===== config.mk =====
export PLATFORM = sky130hd
export DESIGN_NAME = mem_stage
export DESIGN_NICKNAME = d
export VERILOG_FILES = /design/src/rtl/mem_stage_pkg.sv /design/src/rtl/mem_stage_wait_timer.sv /design/src/rtl/mem_stage.sv
export SDC_FILE = /design/constraint.sdc
export NUM_CORES = 1
export LEC_CHECK = 0
export CORE_UTILIZATION = 40
export DETAILED_ROUTE_END_ITERATION = 7
export PLACE_DENSITY_LB_ADDON = 0.12
export SYNTH_ARGS = -nofsm -noshare
export SYNTH_HDL_FRONTEND = slang
export SYNTH_SLANG_ARGS = --single-unit

===== constraint.sdc =====
create_clock -name clk -period 2.2 [get_ports clk]
set_input_delay 0.33 -clock clk [delete_from_list [all_inputs] [get_ports clk]]
set_output_delay 0.33 -clock clk [all_outputs]
set_load 0.005 [all_outputs]

===== src/rtl/mem_stage_pkg.sv =====
// mem_stage_pkg: shared CPU constants for the memory stage (FSM encoding, default wait limit).
package mem_stage_pkg;
  localparam int DEFAULT_MAX_WAIT = 15;
  localparam logic [1:0] ST_IDLE   = 2'd0;
  localparam logic [1:0] ST_ACCESS = 2'd1;
  localparam logic [1:0] ST_RESP   = 2'd2;
  function automatic logic word_aligned(input logic [1:0] low);
    return low == 2'b00;
  endfunction
endpackage


===== src/rtl/mem_stage_wait_timer.sv =====
// mem_wait_timer: counts unacknowledged access cycles and flags the last allowed one.
import mem_stage_pkg::*;
module mem_wait_timer #(
  parameter int MAX_WAIT = DEFAULT_MAX_WAIT
) (
  input  logic clk,
  input  logic rst,
  input  logic clear,
  input  logic inc,
  output logic at_limit
);
  localparam int W = $clog2(MAX_WAIT + 1);
  logic [W-1:0] count;
  // Cleared on entry to ACCESS, advanced each access cycle that sees no ack.
  always_ff @(posedge clk or negedge rst)
    if (!rst) count <= '0;
    else if (clear) count <= '0;
    else if (inc) count <= count + 1'b1;
  // The current cycle is the last one allowed: without an ack the count reaches MAX_WAIT.
  assign at_limit = count == W'(MAX_WAIT - 1);
endmodule


===== src/rtl/mem_stage.sv =====
// mem_stage: pipeline memory stage issuing aligned loads/stores and producing a registered writeback.
import mem_stage_pkg::*;
module mem_stage #(
  parameter int MAX_WAIT = DEFAULT_MAX_WAIT
) (
  input  logic        clk,
  input  logic        rst,
  input  logic        in_valid,
  output logic        in_ready,
  input  logic [31:0] alu_result,
  input  logic [31:0] store_data,
  input  logic        mem_write,
  input  logic        mem_read,
  input  logic        mem_to_reg,
  input  logic        reg_write,
  input  logic [4:0]  write_reg,
  output logic        mem_req,
  output logic        mem_we,
  output logic [31:0] mem_addr,
  output logic [31:0] mem_wdata,
  input  logic        mem_ack,
  input  logic [31:0] mem_rdata,
  output logic        wb_valid,
  output logic        wb_reg_write,
  output logic [4:0]  wb_write_reg,
  output logic [31:0] wb_data,
  output logic        misaligned,
  output logic        timeout
);
  logic [1:0]  state;
  logic [31:0] addr_r, wdata_r;
  logic        we_r, to_reg_r, reg_wr_r;
  logic [4:0]  wr_reg_r;
  logic        accept, mem_op, go_access, access, at_limit, expire;
  assign in_ready  = state == ST_IDLE;
  assign accept    = in_valid && in_ready;
  assign mem_op    = mem_write || mem_read;
  assign go_access = accept && mem_op && word_aligned(alu_result[1:0]);
  assign access    = state == ST_ACCESS;
  assign expire    = access && !mem_ack && at_limit;
  // Request lines come straight from the state so reset drops them without a clock.
  assign mem_req   = access;
  assign mem_we    = access && we_r;
  assign mem_addr  = addr_r;
  assign mem_wdata = wdata_r;
  mem_wait_timer #(.MAX_WAIT(MAX_WAIT)) u_timer (
    .clk(clk), .rst(rst), .clear(go_access), .inc(access && !mem_ack), .at_limit(at_limit)
  );
  // Sequencing: aligned memory ops wait for ack or expiry; RESP lasts one cycle.
  always_ff @(posedge clk or negedge rst)
    if (!rst) state <= ST_IDLE;
    else if (go_access) state <= ST_ACCESS;
    else if (access && mem_ack) state <= ST_RESP;
    else if (expire || state == ST_RESP) state <= ST_IDLE;
  // Operation snapshot taken at accept; write wins over read when both are set.
  always_ff @(posedge clk or negedge rst)
    if (!rst) begin
      addr_r <= '0; wdata_r <= '0; we_r <= 1'b0; to_reg_r <= 1'b0; reg_wr_r <= 1'b0; wr_reg_r <= '0;
    end else if (accept) begin
      addr_r <= alu_result; wdata_r <= store_data; we_r <= mem_write;
      to_reg_r <= mem_to_reg; reg_wr_r <= reg_write; wr_reg_r <= write_reg;
    end
  // Writeback bundle and error pulses, valid for exactly the cycle after a completion.
  always_ff @(posedge clk or negedge rst)
    if (!rst) begin
      wb_valid <= 1'b0; wb_reg_write <= 1'b0; wb_write_reg <= '0; wb_data <= '0;
      misaligned <= 1'b0; timeout <= 1'b0;
    end else begin
      wb_valid <= 1'b0; wb_reg_write <= 1'b0; misaligned <= 1'b0; timeout <= 1'b0;
      if (accept && !go_access) begin
        wb_valid <= 1'b1; misaligned <= mem_op; wb_data <= alu_result; wb_write_reg <= write_reg;
        wb_reg_write <= !mem_op && reg_write && write_reg != 5'd0;
      end else if (access && mem_ack) begin
        wb_valid <= 1'b1; wb_data <= to_reg_r ? mem_rdata : addr_r; wb_write_reg <= wr_reg_r;
        wb_reg_write <= !we_r && reg_wr_r && wr_reg_r != 5'd0;
      end else if (expire) begin
        wb_valid <= 1'b1; timeout <= 1'b1; wb_data <= addr_r; wb_write_reg <= wr_reg_r;
      end
    end
endmodule


==> impl_metrics.yaml <==
outcome:
  outcome: "completed"
global_route:
  vias_in_the_first_global_route: 4359
  grt-ovfl-total: 0
  maximum_number_of_pins_on_one_net_before_global_route_repair: 41
  wire_length_of_the_first_global_routing_pass_um: 22400
  gr-usage-all-layers: 0.225
  antenna_found_initial: 0
flow_run:
  timing.max_cap.violations: 0
power_and_ir_drop:
  power_density_over_the_cells_nw_per_um2: 1400
  power.leakage_nw: 3.35
  ir_drop_mv: 0.852
route:
  postRouteAntennaNets: 0
  wl_per_cell_um: 17.5
  drc: 0
  firstDrtPassIters: 4
  totalWireLength_um: 14000
  detail_route.vias_per_cell: 5.15
  route.vias.total: 4141
  detail_route.iter0.violations: 244
clock_tree:
  clock_tree.buffer_depth: 2
  path_clk_slew_ns: 0.05
  cts-htree-levels: 4
  clk_root_buffer_cell: "sky130_fd_sc_hd__clkbuf_16"
  cts_tree: "yes"
  clock_latency_ns: 0.41
  numCtsBuffers: 17
  clkSinkCount: 119
synthesis:
  synth_area_leader_cell: "sky130_fd_sc_hd__dfrtp_1"
  synth_sequential_area_ratio: 0.595
  ys_seq_elements: 119
  instance_count_of_the_mapped_netlist: 399
  synth_area_leaders: "sky130_fd_sc_hd__dfrtp_1, sky130_fd_sc_hd__mux2_2, sky130_fd_sc_hd__a221o_1"
  synth_top_family_by_area: "multiplexers"
  synth-adder-area-share: 0.00500
  ys_dominant_reg_cell: "sky130_fd_sc_hd__dfrtp_1"
  synth.top_cell.area_share: 0.595
  syn-cell-area_um2: 5010
  synth-xor-area-share: 0.00525
  synthesized_area_fraction_occupied_by_and_or_nand_nor_cells: 0.0814
  async_reset_ff_frac: 1.00
  synth.distinct_cells: 39
  synthesis.yosys.warnings: 0
  synth_compound_gate_area_share: 0.118
  muxShareOfSynthArea: 0.166
  synth_nets: 510
  synth_enable_flop_cells: 0
  synth_area_per_inst_um2: 12.6
setup_path:
  path_max_fanout: 6
  worstPathBufferInverterCount: 1
  r2r_start: "u_timer.count[0]"
  worst_setup_path_endpoint: "mem_we"
  regToRegSetupSlack_ns: 0.34
  worst_path_largest_cell_delay_ns: 0.51
  cp-end-kind: "output pin"
  r2r_end: "wb_data[10]"
  worstSetupStartpoint: "state[1]"
  critical_path_arrival_ns: 1.79
  r2r_cells: 7
  critical_path_required_ns: 1.87
  timing.critical_path.depth: 3
  critical_path_class: "flop to output pin"
  crit_chain: "and2b_4, and2_1, clkdlybuf4s50_1"
  path_delay_family: "buffers and inverters"
  critPathSlowestCell: "sky130_fd_sc_hd__clkdlybuf4s50_1"
  setup.worst_path.start_class: "flop"
timing:
  final.setup.tns_ns: 0
  setup_repair_after_global_routing_missed_its_margin: "no"
  timing.final.hold_violations: 0
  final_max_slew_viol_count: 0
  max_freq_mhz: 471
  finalCriticalPeriod_ns: 2.12
  setup_viol: 0
  worstMarginPinSlew_ns: 0.568
  final.hold.worst_slack_ns: 0.419
  post-route-period-util: 0.964
  normalized_max_slew_margin: 0.618
  fin_skew_ns: 0.00854
placed_design:
  io_buffers: 216
  gp_congestion: 0.776
  cell_total_after_placement: 773
  dp_hpwl_um: 9730
die:
  placementRows: 40
  starting_density_of_the_core: 0.414
  die-area_um2: 13000
  dieHeight_um: 114
  dieWidth_um: 114
  design.portCount: 217
  design.core.area_um2: 12100
finish:
  antenna_cells_inserted: 0
  instances_no_fill: 804
  layout_commonest_cell: "sky130_fd_sc_hd__clkdlybuf4s50_1"
  most_frequent_cells_in_the_layout: "sky130_fd_sc_hd__clkdlybuf4s50_1, sky130_fd_sc_hd__dfrtp_1, sky130_fd_sc_hd__mux2_2"
  drive_above_1_share: 0.197
  layout.nets: 737
  combined_area_of_the_multi_input_logic_cells_um2: 1890
  n_fill_cell: 954
  seq_area_um2: 2980
  area_delta_synth_final_pct: 59.8
min_path:
  hp_class: "input port to async pin"
==> final cells by class <==
| type | count | area share |
|---|---|---|
| clock buffer | 26 | 0.0661 |
| clock inverter | 3 | 0.00188 |
| sequential | 119 | 0.372 |
| timing repair buffer | 233 | 0.294 |
| inverter | 8 | 0.00375 |
| tap | 168 | 0.0263 |
| multi-input combinational | 247 | 0.236 |
==> worst min-delay path by stage <==
stage	from	end	slack (ns)	depth (start not counted)
2_1_floorplan	rst	mem_addr[0]	0.03	0
3_3_place_gp	rst	mem_wdata[20]	0.30	1
3_5_place_dp	rst	mem_wdata[21]	0.31	1
4_1_cts	rst	mem_wdata[15]	0.42	2
5_1_grt	rst	mem_wdata[19]	0.46	2
6_report	rst	mem_wdata[15]	0.42	2
==> per-stage QoR <==
stage / area (um^2) / setup slack, ns / util / power [W]
finish: 8010 / 0.0791 / 0.661 / 0.0112
global route: 8010 / 0.000672 / 0.661 / 0.0119
CTS: 8000 / 0.0267 / 0.660 / 0.0113
detailed placement: 7440 / 0.116 / 0.614 / 0.00874
global placement: 7440 / 0.174 / 0.614 / 0.00861
floorplan: 5010 / 0.488 / - / 0.00590
==> repair_timing <==
item                       CTS  global route
resized for setup            0             1
hold endpoints to repair    29             0
setup buffers                0             1
hold buffers                 1             0
setup endpoints to repair    0             1
==> metal layers <==
layer	wire length, um	global-route usage	vias to the layer above
met5	0	0	-
met4	168	0.0857	0
met3	1160	0.0765	13
met2	6780	0.365	174
met1	5930	0.277	2052
li1	-	-	1902
==> cell usage after synthesis (all sizes together) (4+ instances only) <==
cell,n
clkbuf,9
inv,8
dfrtp,119
nand3,4
a21oi,29
mux2,72
a221o,29
nor2,9
nand2,64
a22oi,5
o21ai,6
buf,16
==> cell families (layout without fill, tap and decap cells) <==
kind of cell	after synthesis	after routing
compound gates	79	79
xor+xnor	3	3
fa+ha+maj	2	2
buf+inv	33	270
flops	119	119
mux	74	74
simple gates	89	89
==> power breakdown <==
group / total [W] / internal (W) / switching (W)
Clock: 0.00251 / 0.00162 / 0.000893
Sequential: 0.00404 / 0.00329 / 0.000753
Combinational: 0.00468 / 0.00304 / 0.00164
Total: 0.0112 / 0.00795 / 0.00329
Power figures use the tool's default switching activity.
